**src/rtl/bcd_display_scanner.sv**
```systemverilog
// Scans NUM_DIGITS shadowed BCD digits onto a common-anode 7-segment display, one digit per refresh period.
// Latency: an/seg/dp are registered, one cycle behind the scan index and shadow digits; frame_done is registered.
// Backpressure: none; loads are held pending and committed only at frame boundaries or while disabled.
module bcd_display_scanner #(
    parameter int NUM_DIGITS    = 4,
    parameter int REFRESH_DIV   = 100000,
    parameter int BLANK_LEADING = 1
) (
    input  logic                    clock,
    input  logic                    reset,
    input  logic                    enable,
    input  logic                    load,
    input  logic [4*NUM_DIGITS-1:0] digits_in,
    input  logic [NUM_DIGITS-1:0]   dp_in,
    output logic [NUM_DIGITS-1:0]   an,
    output logic [6:0]              seg,
    output logic                    dp,
    output logic                    frame_done
);

    localparam int IDX_W = (NUM_DIGITS > 1) ? $clog2(NUM_DIGITS) : 1;
    localparam int CNT_W = (REFRESH_DIV > 1) ? $clog2(REFRESH_DIV) : 1;

    localparam logic [CNT_W-1:0] CNT_LAST = CNT_W'(REFRESH_DIV - 1);
    localparam logic [IDX_W-1:0] IDX_LAST = IDX_W'(NUM_DIGITS - 1);

    logic [CNT_W-1:0]        refresh_cnt;
    logic [IDX_W-1:0]        idx;
    logic [4*NUM_DIGITS-1:0] shadow_digits;
    logic [NUM_DIGITS-1:0]   shadow_dp;
    logic [4*NUM_DIGITS-1:0] pending_digits;
    logic [NUM_DIGITS-1:0]   pending_dp;
    logic                    pending_valid;

    logic                    period_end;
    logic                    frame_wrap;
    logic                    commit;
    logic [NUM_DIGITS-1:0]   blank;
    logic                    blank_run;
    logic [3:0]              cur_digit;
    logic [6:0]              seg_next;
    logic [NUM_DIGITS-1:0]   an_next;

    // Frame boundary: last digit's last refresh cycle; the shadow swap happens on this same edge.
    assign period_end = enable && (refresh_cnt == CNT_LAST);
    assign frame_wrap = period_end && (idx == IDX_LAST);
    assign commit     = frame_wrap || !enable;

    // Refresh counter and digit index; both parked at zero while disabled so a restart begins at digit 0.
    always_ff @(posedge clock or negedge reset) begin
        if (!reset) begin
            refresh_cnt <= '0;
            idx         <= '0;
        end else if (!enable) begin
            refresh_cnt <= '0;
            idx         <= '0;
        end else if (period_end) begin
            refresh_cnt <= '0;
            idx         <= (idx == IDX_LAST) ? '0 : idx + IDX_W'(1);
        end else begin
            refresh_cnt <= refresh_cnt + CNT_W'(1);
        end
    end

    // Pending/shadow double buffer: a load coinciding with a commit bypasses pending so the newest value wins.
    always_ff @(posedge clock or negedge reset) begin
        if (!reset) begin
            shadow_digits  <= '0;
            shadow_dp      <= '0;
            pending_digits <= '0;
            pending_dp     <= '0;
            pending_valid  <= 1'b0;
        end else if (commit) begin
            pending_valid <= 1'b0;
            if (load) begin
                shadow_digits <= digits_in;
                shadow_dp     <= dp_in;
            end else if (pending_valid) begin
                shadow_digits <= pending_digits;
                shadow_dp     <= pending_dp;
            end
        end else if (load) begin
            pending_digits <= digits_in;
            pending_dp     <= dp_in;
            pending_valid  <= 1'b1;
        end
    end

    // Leading-zero run from the top digit down; a non-zero or invalid code ends the run, digit 0 never blanks.
    always_comb begin
        blank     = '0;
        blank_run = 1'b1;
        for (int k = NUM_DIGITS - 1; k >= 1; k--) begin
            blank_run = blank_run && (shadow_digits[4*k +: 4] == 4'd0);
            blank[k]  = blank_run && (BLANK_LEADING != 0);
        end
    end

    // BCD to active-low {g,f,e,d,c,b,a}; non-BCD codes render a dash.
    always_comb begin
        cur_digit = shadow_digits[{idx, 2'b00} +: 4];
        case (cur_digit)
            4'd0:    seg_next = 7'b1000000;
            4'd1:    seg_next = 7'b1111001;
            4'd2:    seg_next = 7'b0100100;
            4'd3:    seg_next = 7'b0110000;
            4'd4:    seg_next = 7'b0011001;
            4'd5:    seg_next = 7'b0010010;
            4'd6:    seg_next = 7'b0000010;
            4'd7:    seg_next = 7'b1111000;
            4'd8:    seg_next = 7'b0000000;
            4'd9:    seg_next = 7'b0010000;
            default: seg_next = 7'b0111111;
        endcase
        if (blank[idx]) begin
            seg_next = 7'b1111111;
        end
        an_next      = '1;
        an_next[idx] = 1'b0;
    end

    // Registered display drive; disabled means every digit and segment off.
    always_ff @(posedge clock or negedge reset) begin
        if (!reset) begin
            an         <= '1;
            seg        <= 7'b1111111;
            dp         <= 1'b1;
            frame_done <= 1'b0;
        end else if (!enable) begin
            an         <= '1;
            seg        <= 7'b1111111;
            dp         <= 1'b1;
            frame_done <= 1'b0;
        end else begin
            an         <= an_next;
            seg        <= seg_next;
            dp         <= ~shadow_dp[idx];
            frame_done <= frame_wrap;
        end
    end

endmodule

```
**config.mk**
```make
export PLATFORM = sky130hd
export DESIGN_NAME = bcd_display_scanner
export DESIGN_NICKNAME = d
export VERILOG_FILES = /design/src/rtl/bcd_display_scanner.sv
export SDC_FILE = /design/constraint.sdc
export NUM_CORES = 1
export LEC_CHECK = 0
export ABC_CLOCK_PERIOD_IN_PS = 1900
export CORE_MARGIN = 1.5
export CORE_UTILIZATION = 52
export DETAILED_ROUTE_END_ITERATION = 8
export GPL_ROUTABILITY_DRIVEN = 0
export PLACE_DENSITY = 0.76
export SETUP_SLACK_MARGIN = 0.05
export SLEW_MARGIN = 0
export SYNTH_ARGS = -nofsm -noshare
export SYNTH_HDL_FRONTEND = slang
export SYNTH_SLANG_ARGS = --single-unit
```
**constraint.sdc**
```tcl
create_clock -name clock -period 1.9 [get_ports clock]
set_input_delay 0.57 -clock clock [delete_from_list [all_inputs] [get_ports clock]]
set_output_delay 0.57 -clock clock [all_outputs]
set_load 0.005 [all_outputs]
```
* Word level (Yosys, flattened, before mapping)
Memory sizes are Yosys's and may differ from the RTL's. Index checks and enable logic that the tools add are counted.
Operators by class: add/subtract/negate cells 2, multipliers 0, divide/modulo/power cells 0, order comparisons 2, equality and inequality tests 3, shift operators 1, muxes and demuxes 22, bitwise operators 3, reduce and logical (&&, ||, !) cells 14
Operator list (number):
- $mux 17 | 2
- $mux 16 | 2
- $add 17x1->17 const B | 1
- $eq 17x17->1 const B | 1
- $shiftx 16x5->4 | 1
- $mux 7 | 2
- $logic_not 4->1 | 3
- $mux 4 | 3
- $mux 1 | 7
- $mux 2 | 3
- $logic_and 1x1->1 | 5
- $bmux 1 s2 | 2
- $not 4->4 | 1
- $reduce_and 2->1 | 2
- $reduce_bool 2->1 | 2
- $lt 2x3->1 const B | 1
- $add 2x1->2 const B | 1
- $demux 1 s2 | 1
- $eq 2x2->1 const B | 1
- $ge 2x1->1 const B | 1
- $ne 2x1->1 const B | 1
- $not 1->1 | 2
- $logic_not 1->1 | 1
- $logic_or 1x1->1 | 1
Storage, ports and cells: register bits 73, bits in latches 0, RAM bits 0, ROM bits 112, input bits 24, output and inout bits 13, logic and storage cells 59, memories 1
Memories:
- (no name shown) | words 16, width 7, rd ports 1, clocked after memory_dff 0, write ports 0, line 102 | case (cur_digit)

* Depth between registers and ports, before layout
depth after elaboration 7, depth in mapped cells 8, mapped depth without buffers 7

* Worst setup path before layout
Ideal clock, no wire load.
path type register to register, from register idx[0], to register seg[4], setup time 0.097 ns, arrival time 1.887 ns, data required time 1.803 ns, slack -0.083 ns, stages on the path, launching flop included 9, buffers on the path 1, period minus slack after synthesis 1.983 ns, cell sequence dfrtp_1 buf_2 mux4_2 inv_1 ha_1 inv_1 mux2_2 o22ai_1 nand3_1
Between the ends: cells in the longest elaborated chain, start to end 4, elaborated cells on any way between the ends 6, those cells by class shift (1); mux (4); memory (1)
Ends and longest elaborated chain:
- start: declaration | line 28 | logic [IDX_W-1:0] idx;
- start signal: assignment | line 59 | idx <= (idx == IDX_LAST) ? '0 : idx + IDX_W'(1);
- $shiftx 16x5->4 or $bmux 1 s2 (tied branches) | line 101, 115
- $mem_v2 16x7 or $mux 1 (tied branches)
- $mux 7 (*) | line 115 | if (blank[idx]) begin
- $mux 7 (*) | line 129 | end else if (!enable) begin
- end signal: assignment | line 136 | seg <= seg_next;
- end: declaration | line 16 | output logic [6:0] seg,
Every way passes the cells marked *; elsewhere a longest branch is shown, timed or not. The select of a mux whose other input is x is not followed. A chain may end at the register's enable or synchronous reset.

* Final worst setup path
from register refresh_cnt[13], to register shadow_dp[0]
Between the ends: cells in the longest elaborated chain, start to end 5
Ends and longest elaborated chain:
- start: declaration | line 27 | logic [CNT_W-1:0] refresh_cnt;
- start signal: assignment | line 61 | refresh_cnt <= refresh_cnt + CNT_W'(1);
- $eq 17x17->1 | line 45 | assign period_end = enable && (refresh_cnt == CNT_LAST);
- $logic_and 1x1->1 | line 45
- $logic_and 1x1->1 | line 46 | assign frame_wrap = period_end && (idx == IDX_LAST);
- $logic_or 1x1->1 | line 47 | assign commit = frame_wrap || !enable;
- $reduce_and 2->1 (no source line)
- end signal: assignment | line 77 | shadow_dp <= dp_in;
- end signal: assignment | line 80 | shadow_dp <= pending_dp;
- end: declaration | line 30 | logic [NUM_DIGITS-1:0] shadow_dp;
Every way passes these cells.

==> impl_metrics.tcl <==
set metrics [dict create \
    antenna_found_initial 0 \
    cts_buffer_depth 2 \
    seqPwrFrac 0.471 \
    fp-row-count 31 \
    r2r_setup_slack_ns -0.1 \
    dieArea_sq_mm 0.00814 \
    synth_mux_area_frac 0.0933 \
    yosys_most_used_dff "dfrtp_1" \
    port_buffers 36 \
    io_pins 37 \
    yosys_register_bits 73 \
    synth_edf_count 0 \
    worst-path-max-fanout 4 \
    fin_crit_sh 1.05 \
    wire_per_inst_um 17.6 \
    sw_frac_of_total 0.276 \
    async_flop_share 1.00 \
    p_comb_frac 0.216 \
    synth_nets 390 \
    end_kind "flop" \
    setup_ws_ns -0.0987 \
    p_int_mw 2.89 \
    vias 3261 \
    switching_power_mw 1.10 \
    cp.arrival_ns 2.27 \
    cts_sinks 73 \
    die_w_um 90.2 \
    fin_nets 477 \
    synth_xor_area_frac 0.0288 \
    crit_type "flop to flop" \
    powerDensity_mw_per_mm2 771 \
    initial_core_util 0.543 \
    violations "negative setup slack" \
    syn2layout_area_growth_pct 30.9 \
    synthAdderAreaFrac 0.0316 \
    syn_avg_cell_area_sq_um 11.1 \
    hp-class "input pin to async pin" \
    drt-initial-drc-count 174 \
    firstDrtPassIters 4 \
    die_h_um 90.2 \
    synth_top_family_by_area "compound AO/OA/AOI/OAI gates" \
    yosys.area_share.simple 0.113 \
    drt-total-wl_um 9610 \
    cts_buffers 9 \
    start_kind "flop" \
    core_area_sq_mm 0.00729 \
    grt_pass1_vias 3350 \
    clock_latency_ns 0.36 \
    max-cap-violations 0 \
    ys_seq_area_frac 0.465 \
    required_ns 2.17 \
    dp_hpwl_um 6470 \
    peakVddDrop_uv 416 \
    synth.cell_area_sq_mm 0.00396 \
    rsz0062_at_grt "yes" \
    min_period_ns 2.00 \
    synth_cell_types 44 \
    skew_ns 0.0109 \
    gr-usage-all-layers 0.247 \
    p_leak_nw 2.18 \
    final_util 0.710 \
    clk_pin_slew_ns 0.07 \
    cts_tree "done" \
    synth_compound_area_frac 0.211 \
    setup_viol 40 \
    drive_gt1_frac 0.348 \
    ant_nets 0 \
    fmax_mhz 500 \
    finalHoldViolations 0 \
    synth_cells 356 \
    grt_pass1_wl_um 16000 \
    holdWs_ns 0.131 \
    tightest_slew_ns 0.497 \
    maxSlewViolCount 0 \
    via_per_inst 5.96 \
    htreeDepth 3 \
    n_antenna_cell 0 \
    p_clk_frac 0.313 \
    cts_root_buf "clkbuf_8" \
    drc_errors 0 \
    grt_max_degree 25 \
    ys_warn_count 0 \
    relSlewSlack 0.667 \
    outcome "finished with violations" \
    cts_hold_buffers 0 \
    grt_overflow 0 \
]
==> registers in the layout, summed over array words and instances (netlist names) <==
signal / cells
shadow_dp: 4
pending_dp: 4
dp: 1
idx: 2
frame_done: 1
pending_valid: 1
shadow_digits: 16
pending_digits: 16
an: 4
refresh_cnt: 17
seg: 7
==> power groups by stage <==
stage / Clock, mW / Sequential [mW] / Combinational [mW]
3_5_place_dp: 0 / 1.90 / 0.812
2_1_floorplan: 0 / 1.86 / 0.495
6_report: 1.25 / 1.88 / 0.861
3_3_place_gp: 0 / 1.89 / 0.782
5_1_grt: 1.34 / 1.90 / 0.939
4_1_cts: 1.27 / 1.88 / 0.809
==> per-stage QoR <==
| stage | instances | TNS [ns] | power, mW | setup slack, ns | area, sq um |
|---|---|---|---|---|---|
| after floorplan | 356 | -1.29 | 2.36 | -0.0672 | 3990 |
| after global placement | 521 | -3.93 | 2.67 | -0.120 | 4830 |
| after detailed placement | 521 | -5.10 | 2.72 | -0.162 | 4830 |
| after CTS | 540 | -2.67 | 3.96 | -0.0957 | 5070 |
| after global routing | 547 | -6.77 | 4.17 | -0.184 | 5180 |
| final | 547 | -3.35 | 3.99 | -0.0987 | 5180 |
==> layout by cell type, fill, tap and decap left out, types with 4 or more instances in the layout <==
cell type / instances
mux4_2: 5
o22a_1: 20
clkdlybuf4s50_1: 23
clkbuf_8: 11
ha_1: 7
nor2_1: 19
nand2_1: 14
inv_1: 26
dfrtp_1: 60
nand3_1: 10
a21oi_1: 4
xnor2_1: 6
a221oi_2: 20
xor2_1: 7
nand4_1: 6
buf_6: 5
o22ai_1: 42
buf_12: 6
buf_4: 53
dlygate4sd2_1: 12
mux2_2: 20
nand2b_1: 4
dfstp_2: 12
==> area by class of cell <==
type / instances / area, sq um
fillers: 546 / 2110
inverters: 29 / 109
clock buffers: 11 / 151
repair buffers: 100 / 915
clock inverters: 5 / 53.8
flip-flops and latches: 73 / 1840
well taps: 99 / 124
multi-input cells: 230 / 1980
==> path summary, 6_finish.rpt <==
kind / start / end / depth (start not counted)
max reg2reg: refresh_cnt[13] / shadow_dp[0] / 5
max in group asynchronous: reset / seg[4] / 2
max: refresh_cnt[13] / shadow_dp[0] / 5
min in group clock: pending_dp[1] / pending_dp[1] / 1
min reg2reg: pending_dp[1] / pending_dp[1] / 1
min: reset / refresh_cnt[16] / 1
==> kinds of logic (layout without fill, tap and decap cells) <==
family	count (synthesis)	in the layout
compound gates	98	98
xor+xnor	13	13
fa+ha+maj	10	10
buf+inv	54	145
flops	73	73
mux	28	28
simple gates	80	81
==> routing by layer <==
metal / vias up / GRT usage / share of wire
li1: 1511 / - / -
met1: 1609 / 0.305 / 0.42
met4: 0 / 0.0966 / 0.014
met2: 128 / 0.417 / 0.51
met5: - / 0 / 0
met3: 13 / 0.0618 / 0.054
==> repair_timing <==
item,CTS,global route
pin swaps,0,8
resized for setup,21,12
gates cloned,2,0
setup buffers,1,7
endpoints found under the setup margin,69,62
==> synthesized netlist by cell type (3+ instances only) <==
| cell | n | share of area |
|---|---|---|
| dfstp_2 | 12 | 0.080 |
| mux4_2 | 5 | 0.028 |
| nand4_1 | 6 | 0.0095 |
| and2_1 | 3 | 0.0047 |
| xor2_1 | 7 | 0.015 |
| dfrtp_1 | 61 | 0.39 |
| and4_1 | 3 | 0.0066 |
| nand3_1 | 10 | 0.013 |
| clkbuf_1 | 17 | 0.016 |
| a21oi_1 | 5 | 0.0063 |
| ha_1 | 10 | 0.032 |
| xnor2_1 | 6 | 0.013 |
| nand2b_1 | 5 | 0.0079 |
| nor2_1 | 19 | 0.018 |
| inv_1 | 29 | 0.028 |
| nor4_1 | 3 | 0.0047 |
| or4_1 | 3 | 0.0057 |
| nor3_1 | 3 | 0.0038 |
| nand2_1 | 14 | 0.013 |
| o22ai_1 | 43 | 0.068 |
| o22a_1 | 20 | 0.044 |
| o21ai_0 | 3 | 0.0038 |
| mux2_2 | 21 | 0.060 |
| a221oi_2 | 19 | 0.072 |
| buf_2 | 6 | 0.0076 |
==> critical path, stage by stage (launching register included) <==
cell,delay [ns]
dfrtp_1,0.41
or4bb_4,0.59
nor4_4,0.33
a21boi_2,0.17
buf_4,0.18
a221oi_2,0.24
No activity file was read; power rests on OpenSTA's default activity.
==> RTL change: new RTL, same settings <==
Make the reset (`reset`) synchronous in 3 clocked blocks.
--- a/src/rtl/bcd_display_scanner.sv
+++ b/src/rtl/bcd_display_scanner.sv
@@ -48,5 +48,5 @@
 
     // Refresh counter and digit index; both parked at zero while disabled so a restart begins at digit 0.
-    always_ff @(posedge clock or negedge reset) begin
+    always_ff @(posedge clock) begin
         if (!reset) begin
             refresh_cnt <= '0;
@@ -64,5 +64,5 @@
 
     // Pending/shadow double buffer: a load coinciding with a commit bypasses pending so the newest value wins.
-    always_ff @(posedge clock or negedge reset) begin
+    always_ff @(posedge clock) begin
         if (!reset) begin
             shadow_digits  <= '0;
@@ -121,5 +121,5 @@
 
     // Registered display drive; disabled means every digit and segment off.
-    always_ff @(posedge clock or negedge reset) begin
+    always_ff @(posedge clock) begin
         if (!reset) begin
             an         <= '1;
Function: differs if reset is asserted again (counterexample within 4 cycles, from zero or initial values and one cycle with reset low); with reset held inactive, the same outputs for 10 cycles.
==> RTL change against the unedited design <==
Setup slack improved by 180 ps; sequential share of layout area down 1.3 points; cell count is 8.8% lower; critical path depth is 1 higher; critical endpoint is now pending_digits[8]; design area decreased by 17%; synthesized cell count is 3.1% higher; sequential cell count did not move; non-clock buffer count shrank 40; wire length shrank 28%; synthesized area down 13%.
Power is not compared: it rests on default switching activity, and its combinational part moved more than twofold at a synthesized area within 25%.
==> RTL change: results (changes against the unedited design) <==
<table>
<tr><th>Metric</th><th>Value</th></tr>
<tr><th colspan="2">Outcome</th></tr>
<tr><td>Result of the run</td><td>complete, no violations</td></tr>
<tr><th colspan="2">Detailed routing</th></tr>
<tr><td>Sum of met2 wire segment lengths after detailed routing</td><td>3349 um (-32%)</td></tr>
<tr><td>Wirelength, routed</td><td>6920 um (-28%)</td></tr>
<tr><th colspan="2">Clocking</th></tr>
<tr><td>Post-cts sizing count</td><td>1 (-95%)</td></tr>
<tr><td>Post-CTS setup-driven buffer insertion count</td><td>0 (-1)</td></tr>
<tr><td>Clock Latency Late Sink</td><td>340 ps (-20 ps)</td></tr>
<tr><th colspan="2">Floorplanning</th></tr>
<tr><td>X dimension of the die</td><td>84.32 um (-6.6%)</td></tr>
<tr><th colspan="2">Worst setup path</th></tr>
<tr><td>CP Max Fanout</td><td>10 (+6)</td></tr>
<tr><th colspan="2">Synthesis</th></tr>
<tr><td>Post-Syn Nets</td><td>401 (+2.8%)</td></tr>
<tr><td>Number of distinct library cells after synthesis</td><td>41 (-6.8%)</td></tr>
<tr><td>Proportion of register bits with asynchronous set or reset after synthesis</td><td>0% (-100 points)</td></tr>
<tr><td>Part of the Yosys area used for sequential elements</td><td>42.50% (-4.0 points)</td></tr>
<tr><td>Synthesized area per cell</td><td>9.369 um^2 (-16%)</td></tr>
<tr><td>Most common flop cell mapped by yosys</td><td>sky130_fd_sc_hd__dfxtp_1</td></tr>
<tr><td>Compound-gate portion of the synthesized area</td><td>5.058% (-16 points)</td></tr>
<tr><th colspan="2">Worst hold path</th></tr>
<tr><td>Classification of the worst-slack hold path</td><td>flip-flop to flip-flop</td></tr>
<tr><th colspan="2">Global routing</th></tr>
<tr><td>Met2 capacity usage during global routing</td><td>32.07% (-9.7 points)</td></tr>
<tr><td>Via count of the first global-routing pass</td><td>2514 (-25%)</td></tr>
<tr><td>Maximum number of pins on one net before global-route repair</td><td>43 (+72%)</td></tr>
<tr><th colspan="2">Layout</th></tr>
<tr><td>Layout clock area frac</td><td>4.451% (+0.49 points)</td></tr>
<tr><td>Net total in the final layout</td><td>451 (-5.5%)</td></tr>
<tr><td>Buffering overhead</td><td>13.94% (-3.7 points)</td></tr>
<tr><td>Seq. cell area</td><td>1466 um^2 (-20%)</td></tr>
<tr><td>Multi-input gate count</td><td>265 (+15%)</td></tr>
<tr><th colspan="2">Timing</th></tr>
<tr><td>Slew at the pin closest to its max-slew limit</td><td>464.9 ps (-31.83 ps)</td></tr>
<tr><td>Min Clock Period, post-route</td><td>1820 ps (-178.5 ps)</td></tr>
</table>
-- RTL change: changes by cell type after synthesis, sizes merged, moves of 5 or more --
cell / unedited run / this run
o211ai: 1 / 6
o22a: 20 / 0
dfxtp: 0 / 73
o22ai: 43 / 0
nand2: 14 / 92
inv: 29 / 8
xnor2: 6 / 1
dfrtp: 61 / 0
a221oi: 20 / 0
a21oi: 5 / 11
dfstp: 12 / 0
mux2i: 2 / 41
clkbuf: 17 / 11
-- RTL change: worst max path at each step --
stage / from / end / cells past startpoint
after floorplan: idx[0] / seg[4] / 8
after global placement: load / shadow_digits[7] / 6
after detailed placement: load / shadow_dp[1] / 6
after CTS: idx[0] / seg[5] / 6
after global routing: load / shadow_digits[6] / 6
final: refresh_cnt[0] / pending_digits[8] / 6
-- RTL change: critical path, delay by kind of cell (launching register included) --
family / cells / cell delay (ps)
flops: 1 / 330
simple gates: 2 / 480
fa+ha+maj: 1 / 240
buf+inv: 1 / 240
mux: 1 / 180
compound gates: 1 / 280
